File: src/rtl/vga_timing_detector.sv
// VGA receive-side timing detector: measures HS/VS totals, pulses, polarities and classifies mode.
// Optional per-line active pixel counter enabled by defining VGA_DET_ACTIVE_EN.
module vga_timing_detector #(
  parameter int H_W      = 12,
  parameter int V_W      = 11,
  parameter int A_HTOTAL = 800,
  parameter int A_VTOTAL = 525,
  parameter int B_HTOTAL = 1056,
  parameter int B_VTOTAL = 628,
  parameter int H_TOL    = 4
) (
  input  logic           CLOCK_25,
  input  logic           reset,
  input  logic           HS,
  input  logic           VS,
  input  logic [2:0]     VGA_RED,
  input  logic [2:0]     VGA_GREEN,
  input  logic [2:0]     VGA_BLUE,
  output logic [H_W-1:0] h_total,
  output logic [H_W-1:0] h_pulse,
  output logic           hs_pol,
  output logic [V_W-1:0] v_total,
  output logic [V_W-1:0] v_pulse,
  output logic           vs_pol,
  output logic [H_W-1:0] h_active,
  output logic [1:0]     mode,
  output logic           locked,
  output logic           frame_valid
);

  typedef enum logic [1:0] {
    SEARCH, MEASURE, CHECK, LOCKED
  } state_t;

  localparam logic [H_W-1:0] A_H = H_W'(A_HTOTAL);
  localparam logic [H_W-1:0] B_H = H_W'(B_HTOTAL);
  localparam logic [H_W-1:0] TOL = H_W'(H_TOL);
  localparam logic [V_W-1:0] A_V = V_W'(A_VTOTAL);
  localparam logic [V_W-1:0] B_V = V_W'(B_VTOTAL);

  function automatic logic [H_W-1:0] hinc(input logic [H_W-1:0] v);
    return (v == '1) ? v : v + 1'b1;
  endfunction

  function automatic logic [V_W-1:0] vinc(input logic [V_W-1:0] v);
    return (v == '1) ? v : v + 1'b1;
  endfunction

  function automatic logic [H_W-1:0] hdiff(
    input logic [H_W-1:0] a,
    input logic [H_W-1:0] b
  );
    return (a > b) ? a - b : b - a;
  endfunction

  logic [2:0] hs_sync, vs_sync;
  logic       hs_rise, vs_rise;

  always_ff @(posedge CLOCK_25 or posedge reset) begin
    if (reset) begin
      hs_sync <= '0;
      vs_sync <= '0;
    end else begin
      hs_sync <= {hs_sync[1:0], HS};
      vs_sync <= {vs_sync[1:0], VS};
    end
  end

  assign hs_rise = hs_sync[1] & ~hs_sync[2];
  assign vs_rise = vs_sync[1] & ~vs_sync[2];

  logic [H_W-1:0] hcnt, hhi, hlo;
  logic [H_W-1:0] line_total, line_pulse;
  logic           line_pol;

  always_ff @(posedge CLOCK_25 or posedge reset) begin
    if (reset) begin
      hcnt       <= '0;
      hhi        <= '0;
      hlo        <= '0;
      line_total <= '0;
      line_pulse <= '0;
      line_pol   <= 1'b0;
    end else if (hs_rise) begin
      line_total <= hcnt;
      line_pulse <= (hhi < hlo) ? hhi : hlo;
      line_pol   <= hhi < hlo;
      hcnt       <= H_W'(1);
      hhi        <= H_W'(1);
      hlo        <= '0;
    end else begin
      hcnt <= hinc(hcnt);
      if (hs_sync[1]) hhi <= hinc(hhi);
      else            hlo <= hinc(hlo);
    end
  end

  // A line ending in the same cycle as VS rise belongs to the ending frame
  logic [H_W-1:0] fr_h_total, fr_h_pulse;
  logic           fr_hs_pol;

  assign fr_h_total = hs_rise ? hcnt : line_total;
  assign fr_h_pulse = hs_rise ? ((hhi < hlo) ? hhi : hlo) : line_pulse;
  assign fr_hs_pol  = hs_rise ? (hhi < hlo) : line_pol;

  logic [V_W-1:0] vcnt, vhi, vlo;
  logic [V_W-1:0] vcnt_n, vhi_n, vlo_n;

  assign vcnt_n = hs_rise ? vinc(vcnt) : vcnt;
  assign vhi_n  = (hs_rise && vs_sync[1]) ? vinc(vhi) : vhi;
  assign vlo_n  = (hs_rise && !vs_sync[1]) ? vinc(vlo) : vlo;

  always_ff @(posedge CLOCK_25 or posedge reset) begin
    if (reset) begin
      vcnt <= '0;
      vhi  <= '0;
      vlo  <= '0;
    end else if (vs_rise) begin
      vcnt <= '0;
      vhi  <= '0;
      vlo  <= '0;
    end else begin
      vcnt <= vcnt_n;
      vhi  <= vhi_n;
      vlo  <= vlo_n;
    end
  end

  logic [V_W-1:0] fr_v_total, fr_v_pulse;
  logic           fr_vs_pol;

  assign fr_v_total = vcnt_n;
  assign fr_v_pulse = (vhi_n < vlo_n) ? vhi_n : vlo_n;
  assign fr_vs_pol  = vhi_n < vlo_n;

  logic [H_W-1:0] fr_h_active;

`ifdef VGA_DET_ACTIVE_EN
  logic [1:0]     pix_d;
  logic [H_W-1:0] pcnt, line_act;

  // Pixel flag delayed to line up with the synchronized HS
  always_ff @(posedge CLOCK_25 or posedge reset) begin
    if (reset) begin
      pix_d    <= '0;
      pcnt     <= '0;
      line_act <= '0;
    end else begin
      pix_d <= {pix_d[0], |{VGA_RED, VGA_GREEN, VGA_BLUE}};
      if (hs_rise) begin
        line_act <= pcnt;
        pcnt     <= H_W'(pix_d[1]);
      end else if (pix_d[1]) begin
        pcnt <= hinc(pcnt);
      end
    end
  end

  assign fr_h_active = hs_rise ? pcnt : line_act;
`else
  logic unused_rgb;
  assign unused_rgb  = ^{VGA_RED, VGA_GREEN, VGA_BLUE};
  assign fr_h_active = '0;
`endif

  logic [1:0] fr_mode;
  logic       timeout, have_ref, match, match_q;

  always_comb begin
    fr_mode = 2'd0;
    if (hdiff(fr_h_total, A_H) <= TOL && fr_v_total == A_V)
      fr_mode = 2'd1;
    else if (hdiff(fr_h_total, B_H) <= TOL && fr_v_total == B_V)
      fr_mode = 2'd2;
  end

  assign timeout = (hcnt == '1) | (vcnt == '1);
  assign match   = have_ref
                 && hdiff(fr_h_total, h_total) <= TOL
                 && fr_v_total == v_total
                 && fr_hs_pol == hs_pol
                 && fr_vs_pol == vs_pol;

  state_t state, state_n;
  logic   latch, drop;

  always_ff @(posedge CLOCK_25 or posedge reset) begin
    if (reset) state <= SEARCH;
    else       state <= state_n;
  end

  always_comb begin
    state_n = state;
    latch   = 1'b0;
    unique case (state)
      SEARCH: begin
        if (vs_rise && !timeout) state_n = MEASURE;
      end
      MEASURE: begin
        if (timeout) begin
          state_n = SEARCH;
        end else if (vs_rise) begin
          state_n = CHECK;
          latch   = 1'b1;
        end
      end
      CHECK: begin
        if (timeout)      state_n = SEARCH;
        else if (match_q) state_n = LOCKED;
        else              state_n = MEASURE;
      end
      LOCKED: begin
        if (timeout) begin
          state_n = SEARCH;
        end else if (vs_rise) begin
          latch = 1'b1;
          if (!match) state_n = SEARCH;
        end
      end
    endcase
    drop = (state_n == SEARCH);
  end

  assign locked = (state == LOCKED);

  always_ff @(posedge CLOCK_25 or posedge reset) begin
    if (reset) begin
      h_total     <= '0;
      h_pulse     <= '0;
      hs_pol      <= 1'b0;
      v_total     <= '0;
      v_pulse     <= '0;
      vs_pol      <= 1'b0;
      h_active    <= '0;
      mode        <= 2'd0;
      frame_valid <= 1'b0;
      match_q     <= 1'b0;
      have_ref    <= 1'b0;
    end else begin
      frame_valid <= latch;
      if (latch) begin
        h_total  <= fr_h_total;
        h_pulse  <= fr_h_pulse;
        hs_pol   <= fr_hs_pol;
        v_total  <= fr_v_total;
        v_pulse  <= fr_v_pulse;
        vs_pol   <= fr_vs_pol;
        h_active <= fr_h_active;
        mode     <= fr_mode;
        match_q  <= match;
        have_ref <= 1'b1;
      end
      if (drop) begin
        mode     <= 2'd0;
        have_ref <= 1'b0;
      end
    end
  end

endmodule

File: config.mk
export PLATFORM = sky130hd
export DESIGN_NAME = vga_timing_detector
export DESIGN_NICKNAME = d
export VERILOG_FILES = /design/src/rtl/vga_timing_detector.sv
export SDC_FILE = /design/constraint.sdc
export NUM_CORES = 1
export LEC_CHECK = 0
export CAP_MARGIN = 10
export CORE_MARGIN = 10
export CORE_UTILIZATION = 45
export DETAILED_ROUTE_END_ITERATION = 7
export PLACE_DENSITY = 0.72
export SYNTH_ARGS = -nofsm -noshare
export SYNTH_HDL_FRONTEND = slang
export SYNTH_SLANG_ARGS = --single-unit
File: constraint.sdc
create_clock -name CLOCK_25 -period 7.6 [get_ports CLOCK_25]
set_clock_uncertainty 0.1 [all_clocks]
set_input_delay 1.9 -clock CLOCK_25 [delete_from_list [all_inputs] [get_ports CLOCK_25]]
set_output_delay 1.9 -clock CLOCK_25 [all_outputs]
set_load 0.02 [all_outputs]
==> impl_metrics.env <==
export IMPL_syn2layout_area_growth_pct=12.71
export IMPL_finalCritPeriodShare_pct=71.67
export IMPL_period_needed_ps=5447
export IMPL_clk_latency_ps=430
export IMPL_ys_warn_count=0
export IMPL_nNetsFinal=1232
export IMPL_grt_pass1_vias=8251
export IMPL_reg2reg_depth=13
export IMPL_holdPathEnd="hs_sync[1]"
export IMPL_critPathArrivalTime_ps=5690
export IMPL_ctsLongestPathBuffers=2
export IMPL_port_buffers=55
export IMPL_r2r_end="state[1]"
export IMPL_p_leak_nw=5.113
export IMPL_worstHoldPathCells=0
export IMPL_pin_count=77
export IMPL_ir_worst_vdd_mv=0.2009
export IMPL_tns_ps=0
export IMPL_yosysMostFrequentCell="dfrtp_1"
export IMPL_slowest_stage="dfrtp_1"
export IMPL_crit_fanout=33
export IMPL_ff2ff_setup_slack_ps=2150
export IMPL_synth_top_area_share_pct=38.75
export IMPL_drv_cap=0
export IMPL_die_area_um2=28610
export IMPL_synth_top_cell_by_area="dfrtp_1"
export IMPL_synth_ff_type="dfrtp_1"
export IMPL_dr_first_iter_drc_count=735
export IMPL_powerDensity_nw_per_um2=281.7
export IMPL_slew_headroom_pct=37.84
export IMPL_antenna_cells=0
export IMPL_cts_sinks=155
export IMPL_fmax_ghz=0.1836
export IMPL_start_util_pct=45.87
export IMPL_synth_commonest_cells="dfrtp_1 (155), nand2_1 (153), nor2_1 (104), o21ai_0 (75)"
export IMPL_hpwl_mm=19.46
export IMPL_cts_tree="yes"
export IMPL_drive_gt1_share_pct=8.213
export IMPL_place_inst=1429
export IMPL_cp_end_kind="register"
export IMPL_crit_chain="nand2b_2 -> mux2i_2 -> inv_1 -> ha_1 -> nand4_2 -> or3_4 -> o21ai_2 -> a21o_1 -> mux2i_1 -> mux2i_1 -> nand3_1 -> nand4b_1 -> a31oi_1"
export IMPL_cts_htree_levels=4
export IMPL_first_pass_iters=5
export IMPL_critPathRequiredTime_ps=7840
export IMPL_grt_pass1_wl_mm=43.76
export IMPL_start_kind="register"
export IMPL_instances_no_fill=1461
export IMPL_rsz0062_at_grt="no"
export IMPL_yosys_top_cells_area="dfrtp_1 (39%), ha_1 (6.4%), nand2_1 (5.7%)"
export IMPL_final_setup_viol_count=0
export IMPL_critical_path_class="reg2reg"
export IMPL_path_common_cell="mux2i_1"
export IMPL_status="finished, final reports clean"
export IMPL_drc=0
export IMPL_cts_resized_gates=0
export IMPL_core_area_um2=21820
export IMPL_grt_ovfl_total=0
export IMPL_fp_dieH_um=169.2
export IMPL_synth_area_um2=10010
export IMPL_hold_class="reg2reg"
export IMPL_clkTransAtPathRegs_ps=60
export IMPL_wire_per_inst_um=18.11
export IMPL_ys_ff_latch=155
export IMPL_avgSynthCellArea_um2=8.820
export IMPL_antenna_found_initial=0
export IMPL_grt_max_degree=104
export IMPL_num_rows=54
export IMPL_gp_congestion=0.9296
export IMPL_synthArstFlopShare_pct=100.0
export IMPL_via_count=8449
export IMPL_numCtsBuffers=17
export IMPL_min_delay_start="hs_sync[0]"
export IMPL_synth_edf_count=0
export IMPL_max_stage_delay_ps=830
export IMPL_cts_setup_buffers=0
export IMPL_synth_distinct_cells=99
export IMPL_root_buffer="clkbuf_16"
export IMPL_hold_viol=0
export IMPL_synth_seq_area_share_pct=38.75
export IMPL_worst_pin_slew_ps=932.4
export IMPL_postRouteAntennaNets=0
export IMPL_wl_mm=26.46
export IMPL_drv_slew=0
export IMPL_grt_total_usage_pct=18.47
export IMPL_rr_startpoint="hs_sync[1]"
export IMPL_synthCells=1135
export IMPL_via_per_inst=5.783
export IMPL_die_x_um=169.2
export IMPL_cts_hold_buf=0
export IMPL_fillers=2062
==> worst max-delay path, delay by kind of cell (launching register included) <==
family                     cells  cell delay, ps
and+or+nand+nor                5            1730
muxes                          3            1260
DFF                            1             830
AOI/OAI and AO/OA              3             640
adders and majority gates      1             470
buffers and inverters          1             290
==> worst max path at each step <==
stage / startpoint / endpoint / slack [ps] / cells past startpoint
global route: hs_sync[1] / state[1] / 1820 / 13
detailed placement: hs_sync[1] / mode[1] / 2270 / 13
CTS: hs_sync[1] / state[1] / 2250 / 13
global placement: hs_sync[2] / state[1] / 2250 / 13
floorplan: reset / frame_valid / 1420 / 1
finish: hs_sync[1] / state[1] / 2150 / 13
==> through the flow <==
stage	hold slack, ps	power [mW]	util [%]	worst slack, ps	instance area, um^2
6_report	250.4	3.178	51.70	2153	11280
5_1_grt	256.4	3.379	51.70	1815	11280
4_1_cts	251.2	3.185	51.70	2250	11280
3_5_place_dp	237.1	2.331	49.04	2265	10700
3_3_place_gp	237.7	2.313	49.04	2253	10700
2_1_floorplan	231.2	1.954	-	1422	10050
==> final cells by class <==
| class | count | area [um^2] | area share, % |
|---|---|---|---|
| multi-input combinational | 873 | 5638 | 49.97 |
| sequential | 155 | 3879 | 34.38 |
| timing repair buffer | 63 | 610.6 | 5.411 |
| clock buffer | 19 | 452.9 | 4.014 |
| tap | 280 | 350.3 | 3.105 |
| inverter | 58 | 225.2 | 1.996 |
| clock inverter | 13 | 127.6 | 1.131 |
==> state kept, by name (all words and copies together), names as in the netlist, 2 cells and up <==
name,cells
h_pulse,12
h_total,12
hcnt,12
hhi,12
hlo,12
line_pulse,12
line_total,12
v_pulse,11
v_total,11
vcnt,11
vhi,11
vlo,11
hs_sync,3
vs_sync,3
mode,2
state,2
==> cell families after synthesis <==
group	after synthesis	synth area share, %
buffers and inverters	118	5.449
adder cells (fa/ha/maj)	51	6.374
other	1	0.03746
AO/OA/AOI/OAI	248	16.49
flip-flops	155	38.75
multiplexers	43	4.524
AND/OR/NAND/NOR	462	23.40
XOR/XNOR	57	4.987
==> report_power, final <==
| group | internal [mW] | leakage, nW | switching, mW | total [mW] |
|---|---|---|---|---|
| Combinational | 0.521 | 2.75 | 0.754 | 1.28 |
| Sequential | 0.932 | 2.08 | 0.126 | 1.06 |
| Clock | 0.476 | 0.283 | 0.369 | 0.844 |
==> metal layers <==
metal	routed length, um	GRT usage [%]
met1	12460	25.48
met2	11590	27.68
met3	1939	5.373
met4	471	4.953
met5	0	0
==> cells in the final DEF (no fill, tap or decap), drive strengths merged, types with 6 or more instances in the layout <==
master and n:
nand2 157, dfrtp 155, nor2 104, o21ai 84, inv 64, clkdlybuf4s50 55
a21oi 55, ha 51, nand3 49, mux2i 34, nand4 33, xor2 30
nor3 29, xnor2 27, clkbuf 19, nor2b 16, a31oi 12, conb 12
nor4 10, and3 10, a21o 9, mux2 9, o31ai 9, o21a 8
buf 8, a211oi 8, and2 7, or3 7, o31a 6, or4b 6
Note: power is estimated with default switching activity, not from simulation.
